### src/rtl/hazard_pkg.sv
// ---------------------------------------------------------------------------
// hazard_pkg : shared types and constants for the pipeline hazard controller
// Rev 1.0
// ---------------------------------------------------------------------------
`default_nettype none

package hazard_pkg;

    localparam int MD_CYCLES_DEFAULT = 32;

    typedef enum logic [1:0] {
        RUN     = 2'd0,
        MD_BUSY = 2'd1,
        MD_DONE = 2'd2
    } state_t;

    localparam logic [1:0] FWD_RF = 2'b00;
    localparam logic [1:0] FWD_W  = 2'b01;
    localparam logic [1:0] FWD_M  = 2'b10;

    // $zero is hardwired, so a write to it never creates a dependency
    function automatic logic reg_match(input logic [4:0] a, input logic [4:0] b);
        return (a != 5'd0) && (a == b);
    endfunction

endpackage

`default_nettype wire

### src/rtl/hazard_md_timer.sv
// ---------------------------------------------------------------------------
// hazard_md_timer : 6-bit loadable down-counter timing a mult/div occupancy
// Rev 1.0
// ---------------------------------------------------------------------------
`default_nettype none

module hazard_md_timer (
    input  logic       clk,
    input  logic       rst_n,
    input  logic       i_load,
    input  logic [5:0] i_load_val,
    input  logic       i_dec,
    output logic       o_zero
);

    logic [5:0] r_md_cnt;

    always_ff @(posedge clk) begin
        if (!rst_n) begin
            r_md_cnt <= 6'd0;
        end else if (i_load) begin
            r_md_cnt <= i_load_val;
        end else if (i_dec && (r_md_cnt != 6'd0)) begin
            r_md_cnt <= r_md_cnt - 6'd1;
        end
    end

    assign o_zero = (r_md_cnt == 6'd0);

endmodule

`default_nettype wire

### src/rtl/pipe_hazard_ctrl.sv
// ---------------------------------------------------------------------------
// pipe_hazard_ctrl : stall/flush/forward control for a 5-stage MIPS pipeline
// Optional HAZ_PERF_EN adds StallCnt/FlushCnt performance counters. Rev 1.0
// ---------------------------------------------------------------------------
`default_nettype none

module pipe_hazard_ctrl
    import hazard_pkg::*;
#(
    parameter int MD_CYCLES = MD_CYCLES_DEFAULT
) (
    input  logic       clk,
    input  logic       rst_n,
    input  logic [4:0] Rs_D,
    input  logic [4:0] Rt_D,
    input  logic [4:0] Rs_E,
    input  logic [4:0] Rt_E,
    input  logic [4:0] WriteReg_E,
    input  logic [4:0] WriteReg_M,
    input  logic [4:0] WriteReg_W,
    input  logic       RegWrite_E,
    input  logic       RegWrite_M,
    input  logic       RegWrite_W,
    input  logic       MemtoReg_E,
    input  logic       MemtoReg_M,
    input  logic       Branch_D,
    input  logic       Jr_D,
    input  logic       J_D,
    input  logic       PCSrc_D,
    input  logic       MdStart_E,
    output logic       StallF,
    output logic       StallD,
    output logic       FlushD,
    output logic       EN_E,
    output logic       CLR_E,
    output logic       CLR_M,
    output logic [1:0] ForwardA_E,
    output logic [1:0] ForwardB_E,
    output logic       ForwardA_D,
    output logic       ForwardB_D,
    output logic       MdBusy
`ifdef HAZ_PERF_EN
    ,
    output logic [31:0] StallCnt,
    output logic [31:0] FlushCnt
`endif
);

    localparam logic [5:0] C_MD_LOAD = 6'(MD_CYCLES - 2);

    state_t r_state;
    state_t w_state_nxt;
    logic   w_lwstall;
    logic   w_brstall;
    logic   w_stall;
    logic   w_flush;
    logic   w_md_zero;
    logic   w_md_load;

    assign w_lwstall = MemtoReg_E & RegWrite_E &
                       (reg_match(WriteReg_E, Rs_D) | reg_match(WriteReg_E, Rt_D));
    assign w_brstall = (Branch_D | Jr_D) &
                       ((RegWrite_E & (reg_match(WriteReg_E, Rs_D) | reg_match(WriteReg_E, Rt_D))) |
                        (MemtoReg_M & (reg_match(WriteReg_M, Rs_D) | reg_match(WriteReg_M, Rt_D))));
    assign w_stall   = w_lwstall | w_brstall;
    assign w_flush   = PCSrc_D | J_D | Jr_D;
    assign w_md_load = (r_state == RUN) & MdStart_E;

    hazard_md_timer u_md_timer (
        .clk        (clk),
        .rst_n      (rst_n),
        .i_load     (w_md_load),
        .i_load_val (C_MD_LOAD),
        .i_dec      (r_state == MD_BUSY),
        .o_zero     (w_md_zero)
    );

    always_ff @(posedge clk) begin
        if (!rst_n) begin
            r_state <= RUN;
        end else begin
            r_state <= w_state_nxt;
        end
    end

    always_comb begin
        w_state_nxt = r_state;
        StallF      = 1'b0;
        StallD      = 1'b0;
        FlushD      = 1'b0;
        EN_E        = 1'b1;
        CLR_E       = 1'b0;
        CLR_M       = 1'b0;
        MdBusy      = 1'b0;
        if (rst_n) begin
            case (r_state)
                MD_BUSY: begin
                    // Hold the multi-cycle op in E and bubble everything behind it
                    StallF = 1'b1;
                    StallD = 1'b1;
                    EN_E   = 1'b0;
                    CLR_M  = 1'b1;
                    MdBusy = 1'b1;
                    if (w_md_zero) begin
                        w_state_nxt = MD_DONE;
                    end
                end
                default: begin
                    if (w_stall) begin
                        StallF = 1'b1;
                        StallD = 1'b1;
                        EN_E   = 1'b0;
                        CLR_E  = 1'b1;
                    end else if (w_flush) begin
                        FlushD = 1'b1;
                    end
                    w_state_nxt = (r_state == RUN && MdStart_E) ? MD_BUSY : RUN;
                end
            endcase
        end
    end

    always_comb begin
        ForwardA_E = FWD_RF;
        ForwardB_E = FWD_RF;
        if (RegWrite_M && reg_match(WriteReg_M, Rs_E)) begin
            ForwardA_E = FWD_M;
        end else if (RegWrite_W && reg_match(WriteReg_W, Rs_E)) begin
            ForwardA_E = FWD_W;
        end
        if (RegWrite_M && reg_match(WriteReg_M, Rt_E)) begin
            ForwardB_E = FWD_M;
        end else if (RegWrite_W && reg_match(WriteReg_W, Rt_E)) begin
            ForwardB_E = FWD_W;
        end
    end

    assign ForwardA_D = RegWrite_M & reg_match(WriteReg_M, Rs_D);
    assign ForwardB_D = RegWrite_M & reg_match(WriteReg_M, Rt_D);

`ifdef HAZ_PERF_EN
    logic [31:0] r_stall_cnt;
    logic [31:0] r_flush_cnt;

    always_ff @(posedge clk) begin
        if (!rst_n) begin
            r_stall_cnt <= 32'd0;
            r_flush_cnt <= 32'd0;
        end else begin
            r_stall_cnt <= r_stall_cnt + {31'd0, StallD};
            r_flush_cnt <= r_flush_cnt + {31'd0, FlushD};
        end
    end

    assign StallCnt = r_stall_cnt;
    assign FlushCnt = r_flush_cnt;
`endif

endmodule

`default_nettype wire

### config.mk
export PLATFORM = sky130hd
export DESIGN_NAME = pipe_hazard_ctrl
export DESIGN_NICKNAME = d
export VERILOG_FILES = /design/src/rtl/hazard_pkg.sv /design/src/rtl/hazard_md_timer.sv /design/src/rtl/pipe_hazard_ctrl.sv
export SDC_FILE = /design/constraint.sdc
export NUM_CORES = 1
export LEC_CHECK = 0
export CAP_MARGIN = 20
export CORE_MARGIN = 2
export CORE_UTILIZATION = 40
export CTS_BUF_LIST = sky130_fd_sc_hd__clkbuf_16
export CTS_CLUSTER_DIAMETER = 150
export DETAILED_ROUTE_END_ITERATION = 7
export MAX_ROUTING_LAYER = met4
export PLACE_DENSITY = 0.85
export REMOVE_ABC_BUFFERS = 1
export SETUP_SLACK_MARGIN = 0.1
export SYNTH_ARGS = -nofsm -noshare
export SYNTH_HDL_FRONTEND = slang
export SYNTH_SLANG_ARGS = --single-unit
### constraint.sdc
create_clock -name clk -period 5.1 [get_ports clk]
set_input_delay 1.02 -clock clk [delete_from_list [all_inputs] [get_ports clk]]
set_output_delay 1.02 -clock clk [all_outputs]
set_load 0.05 [all_outputs]
==> qor.yml <==
synth:
  synth_area_um2: 991
  synth_warnings: 0
  yosysSeqAreaShare: 0.162
  synthCells: 128
  ys_types: 30
  synth_edf_count: 0
  synth.ff_latch_count: 8
  syn_area_per_cell_um2: 7.74
  async_reset_ff_frac: 0
  ys.flop_type: "dfxtp_1"
drt:
  first_iter_violations: 12
  wl_per_cell_um: 14.7
  routed_wl_um: 3140
  drc: 0
  drtAntennaViolNets: 0
  firstDrtPassIters: 6
  vias: 1092
  via_per_inst: 5.13
global_route:
  grt.busiest_layer: "met2"
  grt_usage: 0.226
  grt_use_met1: 0.190
  grtUsageMet3: 0.0500
  antenna_found_initial: 0
  grt_overflow_total: 0
  grt_pass1_vias: 1044
  grt_pass1_wl_um: 4490
  met2_usage: 0.461
  grt_max_degree: 9
timing:
  grt_setup_unrepaired: "false"
  clock_skew_ns: 0.00120
  tns_ns: 0
  hold_viol_final: 0
  worst_hold_slack_ns: 0.514
  worst_pin_slew_ns: 0.512
  max-slew-margin-rel: 0.658
  post-route-period-util: 0.878
  finalSetupViolations: 0
  fin_crit_ns: 4.48
  report.final.slew_viol_count: 0
  fmax_mhz: 223
clock_network:
  cts_made_buffers: 3
  clk_latency_ns: 0.24
  cts_resized: 0
  clock_sinks: 8
  cts_buffer_depth: 2
  clk_pin_slew_worst_paths_ns: 0.04
  cts_root_buffer: "clkbuf_16"
  tritoncts: "done"
  cts_max_level: 1
  hold_buffers: 0
  cts_setup_buffers: 0
floorplan:
  rows: 18
  coreArea_mm2: 0.00241
  dieArea_mm2: 0.00289
  io_pins: 60
  die_h_um: 53.8
  die_w_um: 53.8
  start_util: 0.411
final_layout:
  fin_util: 0.684
  drive_above_1_share: 0.0492
  fill_cells: 201
  finalNonFillerCells: 213
  diodes: 0
  area_growth_pct: 66.3
  nNetsFinal: 234
critical_path:
  required_ns: 4.08
  crit_path_end_kind: "primary output"
  critPathCapture: "StallF"
  r2r-end: "u_md_timer.r_md_cnt[4]"
  r2r_start: "u_md_timer.r_md_cnt[2]"
  worstPathArrival_ns: 3.46
  r2r_cells: 5
  crit_chain: "clkdlybuf4s50_1 -> xor2_1 -> nor3_1 -> nand3_1 -> a21bo_2 -> a31oi_1 -> clkdlybuf4s50_1"
  cp-start-kind: "input pin"
  cp_max_fo: 5
  max_stage_delay_ns: 0.84
  critical-path-slowest-cell: "clkdlybuf4s50_1"
  reg2reg_slack_ns: 3.53
  critical_path.most_common_cell: "clkdlybuf4s50_1"
  path_class: "in -> out"
  critPathLaunch: "WriteReg_M[1]"
worst_hold_path:
  hold_path_class: "reg -> reg"
  worstHoldStart: "u_md_timer.r_md_cnt[5]"
place:
  place_congestion: 0.823
  port_buffers: 59
  dp.cells: 210
  dp_hpwl_um: 2600
run:
  max-cap-violations: 0
pwr:
  max-vdd-ir-drop_mv: 0.296
  powerDensity_mw_per_mm2: 221
  cellLeakagePower_nw: 0.596
run_status:
  outcome: "complete, no violations"
-- cells in the mapped netlist, types with 2 or more instances --
master / count / area, µm²
nor3_1: 4 / 20.0
nand2_1: 9 / 33.8
nor2_1: 12 / 45.0
nor4_1: 5 / 31.3
buf_2: 4 / 20.0
dfxtp_1: 8 / 160
inv_1: 3 / 11.3
xor2_1: 24 / 210
xnor2_1: 21 / 184
or4_1: 3 / 22.5
buf_4: 2 / 15.0
nand3_1: 8 / 40.0
a21oi_1: 6 / 30.0
o21ai_0: 2 / 10.0
ha_1: 2 / 25.0
-- stage by stage --
| step | area, µm² | worst slack (ns) | power [W] |
|---|---|---|---|
| finish | 1650 | 0.625 | 0.000364 |
| global route | 1650 | 0.524 | 0.000380 |
| CTS | 1650 | 0.601 | 0.000366 |
| detailed placement | 1570 | 0.603 | 0.000230 |
| global placement | 1570 | 0.634 | 0.000226 |
| floorplan | 945 | 0.486 | 0.000159 |
-- per-layer routing --
layer | routed length, µm | vias up
li1 | - | 543
met1 | 1060 | 499
met2 | 1720 | 46
met3 | 321 | 4
met4 | 38 | 0
met5 | 0 | -
-- final cells by class --
class	count	area, µm²	area share
Multi-Input combinational cell	110	773	0.469
Clock buffer	3	75.1	0.0456
Inverter	3	11.3	0.00683
Tap cell	30	37.5	0.0228
Timing Repair Buffer	59	591	0.358
Sequential cell	8	160	0.0972
-- flip-flops by register name, summed over array words and instances (netlist names) --
name                 cells
u_md_timer.r_md_cnt      6
r_state                  2
-- worst min-delay path by stage --
stage                             end  slack [ns]  cells past startpoint
2_1_floorplan  u_md_timer.r_md_cnt[5]        0.48                      2
3_3_place_gp   u_md_timer.r_md_cnt[5]        0.51                      2
3_5_place_dp   u_md_timer.r_md_cnt[5]        0.51                      2
4_1_cts        u_md_timer.r_md_cnt[5]        0.52                      2
5_1_grt        u_md_timer.r_md_cnt[5]        0.57                      2
6_report       u_md_timer.r_md_cnt[5]        0.51                      2
-- critical path, delay by kind of cell --
| kind | cells | cell delay, ns |
|---|---|---|
| xor+xnor | 1 | 0.22 |
| compound gates | 2 | 0.46 |
| buf+inv | 2 | 1.38 |
| simple gates | 2 | 0.37 |
-- power by group --
part | leakage [nW] | internal [W] | switching, W | total (W)
Clock | 0.0370 | 0.000101 | 0.0000331 | 0.000134
Sequential | 0.0661 | 0.0000702 | 0.00000633 | 0.0000765
Combinational | 0.493 | 0.0000762 | 0.0000766 | 0.000153
-- cells by family after synthesis --
group,after synthesis,share of synthesized area
AO/OA/AOI/OAI,15,0.104
AND/OR/NAND/NOR,48,0.254
XOR/XNOR,45,0.398
adder cells (fa/ha/maj),2,0.0252
buffers and inverters,10,0.0581
flip-flops,8,0.162
-- placed cells by master, fill, tap and decap left out --
cell type and n:
nand3_1 8, a31o_2 1, nor4_1 5, o22ai_1 1, or4_1 3, a31oi_1 1, ha_1 2, or3_1 1
xor2_1 24, clkbuf_16 3, nor2_1 12, dfxtp_1 8, clkdlybuf4s50_1 59, and4bb_1 1, a21bo_2 1, nand2b_1 1
inv_1 3, a21oi_1 6, o21ai_0 2, o2111ai_2 1, or4_4 1, nor3_1 4, o21a_1 1, xnor2_1 21
and2_1 1, a21oi_2 1, nor3_2 1, and3_1 1, nand2_1 9
(Power assumes the default switching activity.)
